[src/rtl/cpu_ctrl_fsm_pkg.sv]
// Shared encodings for the multi-cycle CPU control FSM: opcodes, states,
// opcode classes, writeback/address selects, fault codes and ALU ops.
package cpu_ctrl_fsm_pkg;

    localparam logic [4:0] OPC_ADD      = 5'd0;
    localparam logic [4:0] OPC_SUB      = 5'd1;
    localparam logic [4:0] OPC_MUL      = 5'd2;
    localparam logic [4:0] OPC_DIV      = 5'd3;
    localparam logic [4:0] OPC_ALU_LAST = 5'd9;
    localparam logic [4:0] OPC_LD       = 5'd10;
    localparam logic [4:0] OPC_ST       = 5'd11;
    localparam logic [4:0] OPC_BEQ      = 5'd12;
    localparam logic [4:0] OPC_BNE      = 5'd13;
    localparam logic [4:0] OPC_JMP      = 5'd14;
    localparam logic [4:0] OPC_CALL     = 5'd15;

    typedef enum logic [2:0] {
        ST_FETCH  = 3'd0,
        ST_DECODE = 3'd1,
        ST_EXEC   = 3'd2,
        ST_MEM    = 3'd3,
        ST_WB     = 3'd4,
        ST_HALT   = 3'd5
    } state_e;

    typedef enum logic [2:0] {
        CLS_ALU  = 3'd0,
        CLS_LD   = 3'd1,
        CLS_ST   = 3'd2,
        CLS_BEQ  = 3'd3,
        CLS_BNE  = 3'd4,
        CLS_JMP  = 3'd5,
        CLS_CALL = 3'd6,
        CLS_ILL  = 3'd7
    } opc_class_e;

    localparam logic [1:0] WB_ALU = 2'd0;
    localparam logic [1:0] WB_MEM = 2'd1;
    localparam logic [1:0] WB_PC1 = 2'd2;

    localparam logic [1:0] ADDR_PC  = 2'd0;
    localparam logic [1:0] ADDR_ALU = 2'd1;
    localparam logic [1:0] ADDR_SP  = 2'd2;

    localparam logic [1:0] FAULT_NONE    = 2'd0;
    localparam logic [1:0] FAULT_ILLEGAL = 2'd1;
    localparam logic [1:0] FAULT_TIMEOUT = 2'd2;

    localparam logic [3:0] ALU_ADD = 4'd0;
    localparam logic [3:0] ALU_SUB = 4'd1;

    // Map an opcode onto the instruction class that drives sequencing.
    function automatic opc_class_e opc_class(input logic [4:0] opc);
        opc_class_e c;
        case (opc)
            OPC_LD:   c = CLS_LD;
            OPC_ST:   c = CLS_ST;
            OPC_BEQ:  c = CLS_BEQ;
            OPC_BNE:  c = CLS_BNE;
            OPC_JMP:  c = CLS_JMP;
            OPC_CALL: c = CLS_CALL;
            default:  c = (opc <= OPC_ALU_LAST) ? CLS_ALU : CLS_ILL;
        endcase
        return c;
    endfunction

endpackage

[src/rtl/cpu_ctrl_fsm_mem_timer.sv]
// Memory wait counter: counts consecutive cycles of an outstanding request
// without mem_ready and flags a timeout on the cycle the limit is reached.
// MEM_TIMEOUT = 0 disables the timeout entirely.
module cpu_ctrl_fsm_mem_timer #(
    parameter int MEM_TIMEOUT = 255
) (
    input  logic clk,
    input  logic rst,
    input  logic mem_req,
    input  logic mem_ready,
    output logic timeout
);

    localparam int TW = (MEM_TIMEOUT > 1) ? $clog2(MEM_TIMEOUT + 1) : 1;

    logic [TW-1:0] timer_r;

    // Count unanswered request cycles; any answered or idle cycle restarts the count.
    always_ff @(posedge clk) begin
        if (rst) begin
            timer_r <= '0;
        end else if (mem_req && !mem_ready && (MEM_TIMEOUT != 0)) begin
            timer_r <= timer_r + TW'(1);
        end else begin
            timer_r <= '0;
        end
    end

    // Flag the limit cycle; a mem_ready arriving in that same cycle wins.
    always_comb begin
        if (MEM_TIMEOUT != 0) begin
            timeout = mem_req && !mem_ready && (timer_r == TW'(MEM_TIMEOUT - 1));
        end else begin
            timeout = 1'b0;
        end
    end

endmodule

[src/rtl/cpu_ctrl_fsm.sv]
// Multi-cycle control unit for the 19-bit CPU. Sequences FETCH, DECODE,
// EXEC, MEM and WB, and parks in HALT on an illegal opcode or memory timeout.
// Strobes are combinational from the registered state; halted, fault_code
// and state_dbg are registered. Optional build macro CTRL_PERF_CNT_EN adds
// the cyc_cnt / ret_cnt performance counters.
module cpu_ctrl_fsm
    import cpu_ctrl_fsm_pkg::*;
#(
    parameter int OPC_W       = 5,
    parameter int ALU_OP_W    = 4,
`ifdef CTRL_PERF_CNT_EN
    parameter int PERF_W      = 32,
`endif
    parameter int MEM_TIMEOUT = 255
) (
    input  logic                clk,
    input  logic                rst,
    input  logic [OPC_W-1:0]    opcode,
    input  logic                alu_zero,
    input  logic                alu_busy,
    input  logic                mem_ready,
    output logic                load_IR,
    output logic                pc_inc,
    output logic                pc_branch,
    output logic                pc_load,
    output logic [ALU_OP_W-1:0] alu_op,
    output logic                alu_start,
    output logic                rf_we,
    output logic [1:0]          wb_sel,
    output logic                mem_req,
    output logic                mem_we,
    output logic [1:0]          addr_sel,
    output logic                sp_dec,
    output logic                halted,
    output logic [1:0]          fault_code,
    output logic [2:0]          state_dbg
`ifdef CTRL_PERF_CNT_EN
    ,
    output logic [PERF_W-1:0]   cyc_cnt,
    output logic [PERF_W-1:0]   ret_cnt
`endif
);

    state_e     state_r;
    state_e     next_s;
    logic       halted_r;
    logic [1:0] fault_code_r;
    logic [1:0] fault_s;
    logic       exec_entry_r;
    logic       mem_req_s;
    logic       timeout_s;
    opc_class_e cls_s;

    assign cls_s      = opc_class(opcode);
    assign mem_req    = mem_req_s;
    assign halted     = halted_r;
    assign fault_code = fault_code_r;
    assign state_dbg  = state_r;

    // Memory request is a pure function of state so the timer sees no loop.
    always_comb begin
        if (rst) begin
            mem_req_s = 1'b0;
        end else begin
            mem_req_s = (state_r == ST_FETCH) || (state_r == ST_MEM);
        end
    end

    cpu_ctrl_fsm_mem_timer #(
        .MEM_TIMEOUT (MEM_TIMEOUT)
    ) u_timer (
        .clk       (clk),
        .rst       (rst),
        .mem_req   (mem_req_s),
        .mem_ready (mem_ready),
        .timeout   (timeout_s)
    );

    // Next-state and strobe decode; every strobe is held low during reset.
    always_comb begin
        next_s    = state_r;
        fault_s   = FAULT_NONE;
        load_IR   = 1'b0;
        pc_inc    = 1'b0;
        pc_branch = 1'b0;
        pc_load   = 1'b0;
        alu_op    = '0;
        alu_start = 1'b0;
        rf_we     = 1'b0;
        wb_sel    = WB_ALU;
        mem_we    = 1'b0;
        addr_sel  = ADDR_PC;
        sp_dec    = 1'b0;
        if (rst) begin
            next_s = ST_FETCH;
        end else begin
            case (state_r)
                ST_FETCH: begin
                    if (mem_ready) begin
                        load_IR = 1'b1;
                        next_s  = ST_DECODE;
                    end else if (timeout_s) begin
                        fault_s = FAULT_TIMEOUT;
                        next_s  = ST_HALT;
                    end else begin
                        next_s = ST_FETCH;
                    end
                end
                ST_DECODE: begin
                    case (cls_s)
                        CLS_JMP: begin
                            pc_load = 1'b1;
                            next_s  = ST_FETCH;
                        end
                        CLS_CALL: next_s = ST_MEM;
                        CLS_ILL: begin
                            fault_s = FAULT_ILLEGAL;
                            next_s  = ST_HALT;
                        end
                        default:  next_s = ST_EXEC;
                    endcase
                end
                ST_EXEC: begin
                    alu_start = exec_entry_r;
                    case (cls_s)
                        CLS_LD, CLS_ST:   alu_op = ALU_OP_W'(ALU_ADD);
                        CLS_BEQ, CLS_BNE: alu_op = ALU_OP_W'(ALU_SUB);
                        default:          alu_op = ALU_OP_W'(opcode[3:0]);
                    endcase
                    if (alu_busy) begin
                        next_s = ST_EXEC;
                    end else begin
                        case (cls_s)
                            CLS_LD, CLS_ST: next_s = ST_MEM;
                            CLS_BEQ: begin
                                pc_branch = alu_zero;
                                pc_inc    = !alu_zero;
                                next_s    = ST_FETCH;
                            end
                            CLS_BNE: begin
                                pc_branch = !alu_zero;
                                pc_inc    = alu_zero;
                                next_s    = ST_FETCH;
                            end
                            default: begin
                                rf_we  = 1'b1;
                                wb_sel = WB_ALU;
                                pc_inc = 1'b1;
                                next_s = ST_FETCH;
                            end
                        endcase
                    end
                end
                ST_MEM: begin
                    case (cls_s)
                        CLS_ST: begin
                            mem_we   = 1'b1;
                            addr_sel = ADDR_ALU;
                        end
                        CLS_CALL: begin
                            mem_we   = 1'b1;
                            addr_sel = ADDR_SP;
                            wb_sel   = WB_PC1;
                        end
                        default: begin
                            mem_we   = 1'b0;
                            addr_sel = ADDR_ALU;
                        end
                    endcase
                    if (mem_ready) begin
                        case (cls_s)
                            CLS_LD: next_s = ST_WB;
                            CLS_CALL: begin
                                sp_dec  = 1'b1;
                                pc_load = 1'b1;
                                next_s  = ST_FETCH;
                            end
                            default: begin
                                pc_inc = 1'b1;
                                next_s = ST_FETCH;
                            end
                        endcase
                    end else if (timeout_s) begin
                        fault_s = FAULT_TIMEOUT;
                        next_s  = ST_HALT;
                    end else begin
                        next_s = ST_MEM;
                    end
                end
                ST_WB: begin
                    rf_we  = 1'b1;
                    wb_sel = WB_MEM;
                    pc_inc = 1'b1;
                    next_s = ST_FETCH;
                end
                ST_HALT: next_s = ST_HALT;
                default: next_s = ST_FETCH;
            endcase
        end
    end

    // State register plus sticky halt/fault capture and EXEC entry marker.
    always_ff @(posedge clk) begin
        if (rst) begin
            state_r      <= ST_FETCH;
            halted_r     <= 1'b0;
            fault_code_r <= FAULT_NONE;
            exec_entry_r <= 1'b0;
        end else begin
            state_r      <= next_s;
            exec_entry_r <= (state_r == ST_DECODE) && (next_s == ST_EXEC);
            if (fault_s != FAULT_NONE) begin
                halted_r     <= 1'b1;
                fault_code_r <= fault_s;
            end else begin
                halted_r     <= halted_r;
                fault_code_r <= fault_code_r;
            end
        end
    end

`ifdef CTRL_PERF_CNT_EN
    logic [PERF_W-1:0] cyc_cnt_r;
    logic [PERF_W-1:0] ret_cnt_r;

    assign cyc_cnt = cyc_cnt_r;
    assign ret_cnt = ret_cnt_r;

    // Active-cycle and retired-instruction counters, both free-running wraps.
    always_ff @(posedge clk) begin
        if (rst) begin
            cyc_cnt_r <= '0;
            ret_cnt_r <= '0;
        end else begin
            if (state_r != ST_HALT) begin
                cyc_cnt_r <= cyc_cnt_r + PERF_W'(1);
            end else begin
                cyc_cnt_r <= cyc_cnt_r;
            end
            if ((next_s == ST_FETCH) && (state_r != ST_FETCH)) begin
                ret_cnt_r <= ret_cnt_r + PERF_W'(1);
            end else begin
                ret_cnt_r <= ret_cnt_r;
            end
        end
    end
`endif

endmodule

[config.mk]
export PLATFORM = sky130hd
export DESIGN_NAME = cpu_ctrl_fsm
export DESIGN_NICKNAME = d
export VERILOG_FILES = /design/src/rtl/cpu_ctrl_fsm_pkg.sv /design/src/rtl/cpu_ctrl_fsm_mem_timer.sv /design/src/rtl/cpu_ctrl_fsm.sv
export SDC_FILE = /design/constraint.sdc
export NUM_CORES = 1
export LEC_CHECK = 0
export BUFFER_PORTS_ARGS = -buffer_cell sky130_fd_sc_hd__buf_4
export CAP_MARGIN = 0
export CORE_ASPECT_RATIO = 0.75
export CORE_MARGIN = 10
export CORE_UTILIZATION = 30
export DETAILED_ROUTE_END_ITERATION = 8
export HOLD_SLACK_MARGIN = 0.03
export PLACE_DENSITY_LB_ADDON = 0.12
export SLEW_MARGIN = 20
export SYNTH_ARGS = -nofsm -noshare
export SYNTH_HDL_FRONTEND = slang
export SYNTH_SLANG_ARGS = --single-unit
[constraint.sdc]
create_clock -name clk -period 5.55 [get_ports clk]
set_input_delay 0.555 -clock clk [delete_from_list [all_inputs] [get_ports clk]]
set_output_delay 0.555 -clock clk [all_outputs]
set_load 0.005 [all_outputs]
# ---- Yosys cells after proc, flatten, opt, wreduce, memory -nomap -nowiden
# Cells that the tools add are included.
dict set report totals {
  ff_bits 15
  output_inout_bits 23
  word_cells 99
}
dict set report op_classes {
  n_addsub 1
  magnitude_cmp 1
  n_eq_ne 20
  n_mux 56
  bitwise 1
  n_reduce_logical 15
}
# cell n
set op_table {}
lappend op_table {{equality test 5 x 4 -> 1 bit, second input constant} 6}
lappend op_table {{2-to-1 mux 1 bit} 26}
lappend op_table {{2-to-1 mux 3 bit} 7}
lappend op_table {{2-to-1 mux 2 bit} 10}
lappend op_table {{equality test 3 bit, second input constant} 6}
lappend op_table {{one-hot mux 3 bit (6 select lines)} 1}
lappend op_table {{equality test 3 x 2 -> 1 bit, second input constant} 5}
lappend op_table {{one-hot mux 3 bit (5 select lines)} 1}
lappend op_table {{OR reduction 2 bit} 6}
lappend op_table {{one-hot mux 3 bit (3 select lines)} 1}
lappend op_table {{adder 8 x 1 -> 8 bit, second input constant} 1}
lappend op_table {{equality test 8 bit, second input constant} 1}
lappend op_table {{2-to-1 mux 4 bit} 2}
lappend op_table {{one-hot mux 2 bit (2 select lines)} 2}
lappend op_table {{one-hot mux 4 bit (2 select lines)} 1}
lappend op_table {{equality test 3 x 1 -> 1 bit, second input constant} 2}
lappend op_table {{one-hot mux 1 bit (2 select lines)} 3}
lappend op_table {{one-hot mux 1 bit (3 select lines)} 2}
lappend op_table {{less-or-equal comparator 5 x 4 -> 1 bit, second input constant} 1}
lappend op_table {{OR reduction 4 bit} 1}
lappend op_table {{logical AND 1 bit} 3}
lappend op_table {{logical NOT 3 bit} 1}
lappend op_table {{logical NOT 1 bit} 2}
lappend op_table {{nonzero test 2 bit} 1}
lappend op_table {{2 further kinds} 2}

# ---- Logic depth before layout (Yosys ltp)
dict set report logic_depth {
  depth_word 11
  mapped_depth 8
  ltp_nobuf 6
}

# ---- By module
# From an unflattened synthesis, not the netlist that was laid out.
dict set report unflattened {
  hier_cells 136
  hier_area_um2 1039.7
}
# module instances cells_each area_per_inst_um2 seq_area_each_um2
set by_module_without_submodules {}
lappend by_module_without_submodules {cpu_ctrl_fsm 1 96 686.9 140.1}
lappend by_module_without_submodules {cpu_ctrl_fsm_mem_timer 1 40 352.8 160.2}

# ---- Least setup slack after synthesis
# No wires, ideal clock.
dict set report synth_path {
  path_kind {input to register}
  startpoint {input rst}
  endpoint {register exec_entry_r}
  arrival_ps 2289
  setup_slack_ps 3144
  path_stages 7
  cell_sequence {nor2_1 or4b_4 buf_6 or3_4 buf_6 a221oi_2 and4b_1}
}
dict set report synth_between {
  elab_chain_cells 9
}
# item line
set synth_rtl {}
lappend synth_rtl {{start, declared} cpu_ctrl_fsm.sv:17} ;# input logic rst,
lappend synth_rtl {{2-to-1 mux 1 bit} cpu_ctrl_fsm.sv:62} ;# if (rst) begin
lappend synth_rtl {{logical AND 1 bit (2 in series)} cpu_ctrl_fsm_mem_timer.sv:32} ;# timeout = mem_req && !mem_ready && (timer_r == TW'(MEM_TIMEOUT - 1));
lappend synth_rtl {{2-to-1 mux 3 bit, on equally long branches} {cpu_ctrl_fsm.sv:102, cpu_ctrl_fsm.sv:183}}
lappend synth_rtl {{2-to-1 mux 3 bit, on equally long branches} {cpu_ctrl_fsm.sv:99, cpu_ctrl_fsm.sv:170}}
lappend synth_rtl {{one-hot mux 3 bit (5 select lines)} cpu_ctrl_fsm.sv:97} ;# case (state_r)
lappend synth_rtl {{2-to-1 mux 3 bit} cpu_ctrl_fsm.sv:94} ;# if (rst) begin
lappend synth_rtl {{equality test 3 x 2 -> 1 bit} cpu_ctrl_fsm.sv:211} ;# exec_entry_r <= (state_r == ST_DECODE) && (next_s == ST_EXEC);
lappend synth_rtl {{logical AND 1 bit} cpu_ctrl_fsm.sv:211}
lappend synth_rtl {{end signal, assigned} cpu_ctrl_fsm.sv:211}
lappend synth_rtl {{end, declared} cpu_ctrl_fsm.sv:49} ;# logic exec_entry_r;
# Parallel ways exist; a longest one is shown, timed or not.
# A chain may end at the register's enable or synchronous reset.

# ---- Final worst setup path
dict set report layout_path {
  startpoint {register state_r[1] (netlist: state_dbg[1])}
  endpoint {output rf_we}
}
dict set report layout_between {
  elab_chain_cells 3
}
# item line
set layout_rtl {}
lappend layout_rtl {{start, declared} cpu_ctrl_fsm.sv:44} ;# state_e state_r;
lappend layout_rtl {{start signal, assigned} cpu_ctrl_fsm.sv:210} ;# state_r <= next_s;
lappend layout_rtl {{equality test 3 bit or equality test 3 x 2 -> 1 bit (tied branches)} cpu_ctrl_fsm.sv:97}
lappend layout_rtl {{one-hot mux 1 bit (2 select lines) (*)} cpu_ctrl_fsm.sv:97}
lappend layout_rtl {{2-to-1 mux 1 bit (*)} cpu_ctrl_fsm.sv:94}
lappend layout_rtl {{end, declared} cpu_ctrl_fsm.sv:28} ;# output logic rf_we,
# Every way passes the cells marked *; elsewhere a longest branch is shown, timed or not.

==> run metrics <==
# setup viols final 0; Tcrit/Tclk final 48.56%; cells along the critical path or2b_2 -> nor3_1 -> a21boi_0 -> inv_1 -> o22ai_1 -> buf_4; largest incremental delay on the critical path 570 ps; clk sinks 15; number of global-route vias before repair between 900 and 1000; hold_buf cts 0; initial antenna violation count 0; post-detailed-route count of antenna-violating nets 0; register bit count reported by yosys 15; last weighted congestion value of the routability-driven placer 0.8543; average wire per standard cell 13.70 um; maximum level of the CTS H-tree 1; worst-path cell with the longest stage delay sky130_fd_sc_hd__dfxtp_1; fmax around 370 MHz; number of flops mapped to enable cells by yosys 0; clock tree skew after final layout 0.6429 ps; clock slew at the register clock pins of the worst setup and hold paths 50 ps; slew at the pin closest to its max-slew limit a little over 500 ps; via-per-instance ratio 5.065; most frequent standard cell in the layout excluding fill and tap cells sky130_fd_sc_hd__buf_4; Total Routing Usage GR between 8 and 9%; WP data arrival 2140 ps; highest net fanout along the worst path 11; data required time of the worst path 4990 ps; Post-Syn Area per Cell 7.851 um2; Tmin final 2695 ps; startpoint-to-endpoint class of the critical path register to primary output; crit path launch type register; Syn. warnings 0; Congestion Overflow GR 0; placeable core region 0.003288 mm2; CTS Root Buffer Type sky130_fd_sc_hd__clkbuf_8; ratio of cells with drive above 1 in the final layout 27.67%; Post-Syn Area 0.001028 mm2; DIE WIDTH roughly 88 um; sequential cell area 300.3 um2; first-pass detailed-route iteration total 4; starting DRC count in detailed routing 77; CP Capture Type primary output; top-area cell type share of the netlist area 29.20%; number of cell rows 18; Distinct cells, synth 39; final routed DRC violation total 0; quantity of gates resized following cts 0; effective utilization at floorplan ~31%; CTS tree done; Clock Latency Late Sink 240 ps; first-pass GRT wire length 4.588 mm; number of inserted filler cells in the final layout 349; DR vias 1008; total clock buffers created by CTS 3; area of combinational cells with multiple inputs 628.1 um2; instance area at placement approximately 0.0012 mm2; number of nets in the finished design 172; number of top-level pins 33; largest buffer count on any clock path 2; maximum resistive drop on vdd 0.00008011 V; sequential element share of the synthesized area 29.20%; number of input and output port buffers inserted 32; leakage power roughly 0.53 nW; number of buffers inserted by post-CTS setup repair 0; Final Slew Violations 0; overall die area 0.006194 mm2; Detailed Place HPWL around 2.2 mm; outcome finished, final reports clean; pin count of the biggest net entering global routing 15; areal power density over the cells between 200 and 250 mW/mm2; share of synthesized flip-flops with an asynchronous set or reset 0%; Post-Layout Inst Area 0.001282 mm2; floorplan die height 70.71 um; most area-hungry cell type in the Yosys netlist sky130_fd_sc_hd__dfxtp_1; top library cells by usage in the layout, fill and taps aside 32 x sky130_fd_sc_hd__buf_4, 19 x sky130_fd_sc_hd__nor2_1, 15 x sky130_fd_sc_hd__dfxtp_1; Area contributors post-synth sky130_fd_sc_hd__dfxtp_1 29%, sky130_fd_sc_hd__nor2_1 6.9%, sky130_fd_sc_hd__buf_6 5.5%; Synth Net Count 143; aggregate routed wire length 2.727 mm; type of the worst min-delay path register to register; total of max-cap violations 0; synthesized netlist cell count around 130; unrepaired setup endpoints after global routing false; area added between synthesis and finish 24.70%; primary flip-flop cell chosen by synthesis mapping sky130_fd_sc_hd__dfxtp_1; Fin. Hold Viols 0; Setup TNS 0 ps; Antenna Cells 0; max_slew headroom 65.73%
==> state kept, by name, indices dropped and copies added (netlist names) <==
signal           cells
u_timer.timer_r      8
halted               1
exec_entry_r         1
fault_code           2
state_dbg            3
==> logic make-up (layout without fill, tap and decap cells) <==
kind of cell	count (synthesis)	in the layout	share of synthesized area (%)
AO/OA/AOI/OAI	28	28	17.64
AND/OR/NAND/NOR	67	67	35.89
flip-flops	15	15	29.20
XOR/XNOR	6	6	5.109
adder cells (fa/ha/maj)	2	2	2.433
buffers and inverters	13	41	9.732
==> final timing paths <==
kind	depth (start not counted)	startpoint	slack, ps	endpoint
setup / recovery	6	state_dbg[1]$_SDFF_PP0_	2850	rf_we
hold / removal	2	halted$_SDFFE_PP0P_	460	halted$_SDFFE_PP0P_
setup reg to reg	5	state_dbg[0]$_SDFF_PP0_	3190	exec_entry_r$_SDFF_PP0_
hold reg to reg	2	halted$_SDFFE_PP0P_	460	halted$_SDFFE_PP0P_
==> area by class of cell <==
class / instances / share of cell area (%)
flip-flops and latches: 15 / 23.41
multi-input cells: 103 / 48.98
inverters: 5 / 1.463
repair buffers: 32 / 18.73
clock buffers: 4 / 3.512
well taps: 40 / 3.902
==> cell usage after synthesis (all sizes together) (3+ instances only) <==
master / n
or3: 3
nor3: 4
xor2: 4
nand2: 10
inv: 5
nand3: 8
dfxtp: 15
clkbuf: 3
o21ai: 8
a21oi: 8
nor2b: 4
and3: 3
buf: 5
nor2: 19
and2: 6
a31oi: 3
==> critical path: cells and delay by family (launching register included) <==
kind / cells / cell delay, ps
buffers and inverters: 2 / 230
flip-flops: 1 / 570
AND/OR/NAND/NOR: 2 / 630
AO/OA/AOI/OAI: 2 / 460
==> layer usage <==
layer | global-route usage (%) | up-vias | share of wire [%]
met5 | 0 | - | 0
met4 | 1.590 | 0 | 0.44
met3 | 4.348 | 3 | 9.3
met2 | 12.10 | 33 | 41
met1 | 12.04 | 461 | 49
li1 | - | 511 | -
==> through the flow <==
step	hold slack (ps)	instances	utilization (%)	power (mW)	worst slack [ps]
2_1_floorplan	429.6	131	-	0.1598	3144
3_3_place_gp	449.0	195	37.63	0.1794	2985
3_5_place_dp	461.3	195	37.63	0.1792	2912
4_1_cts	470.2	199	39.00	0.2659	2846
5_1_grt	491.9	199	39.00	0.2804	2573
6_report	461.7	199	39.00	0.2603	2855
==> report_power, final <==
| group | internal (mW) | switching, mW | leakage (nW) |
|---|---|---|---|
| registers | 0.112 | 0.00926 | 0.122 |
| clock network | 0.0507 | 0.0332 | 0.0228 |
| logic | 0.0278 | 0.0270 | 0.385 |
| total | 0.191 | 0.0695 | 0.530 |
No activity file was read; power rests on OpenSTA's default activity.
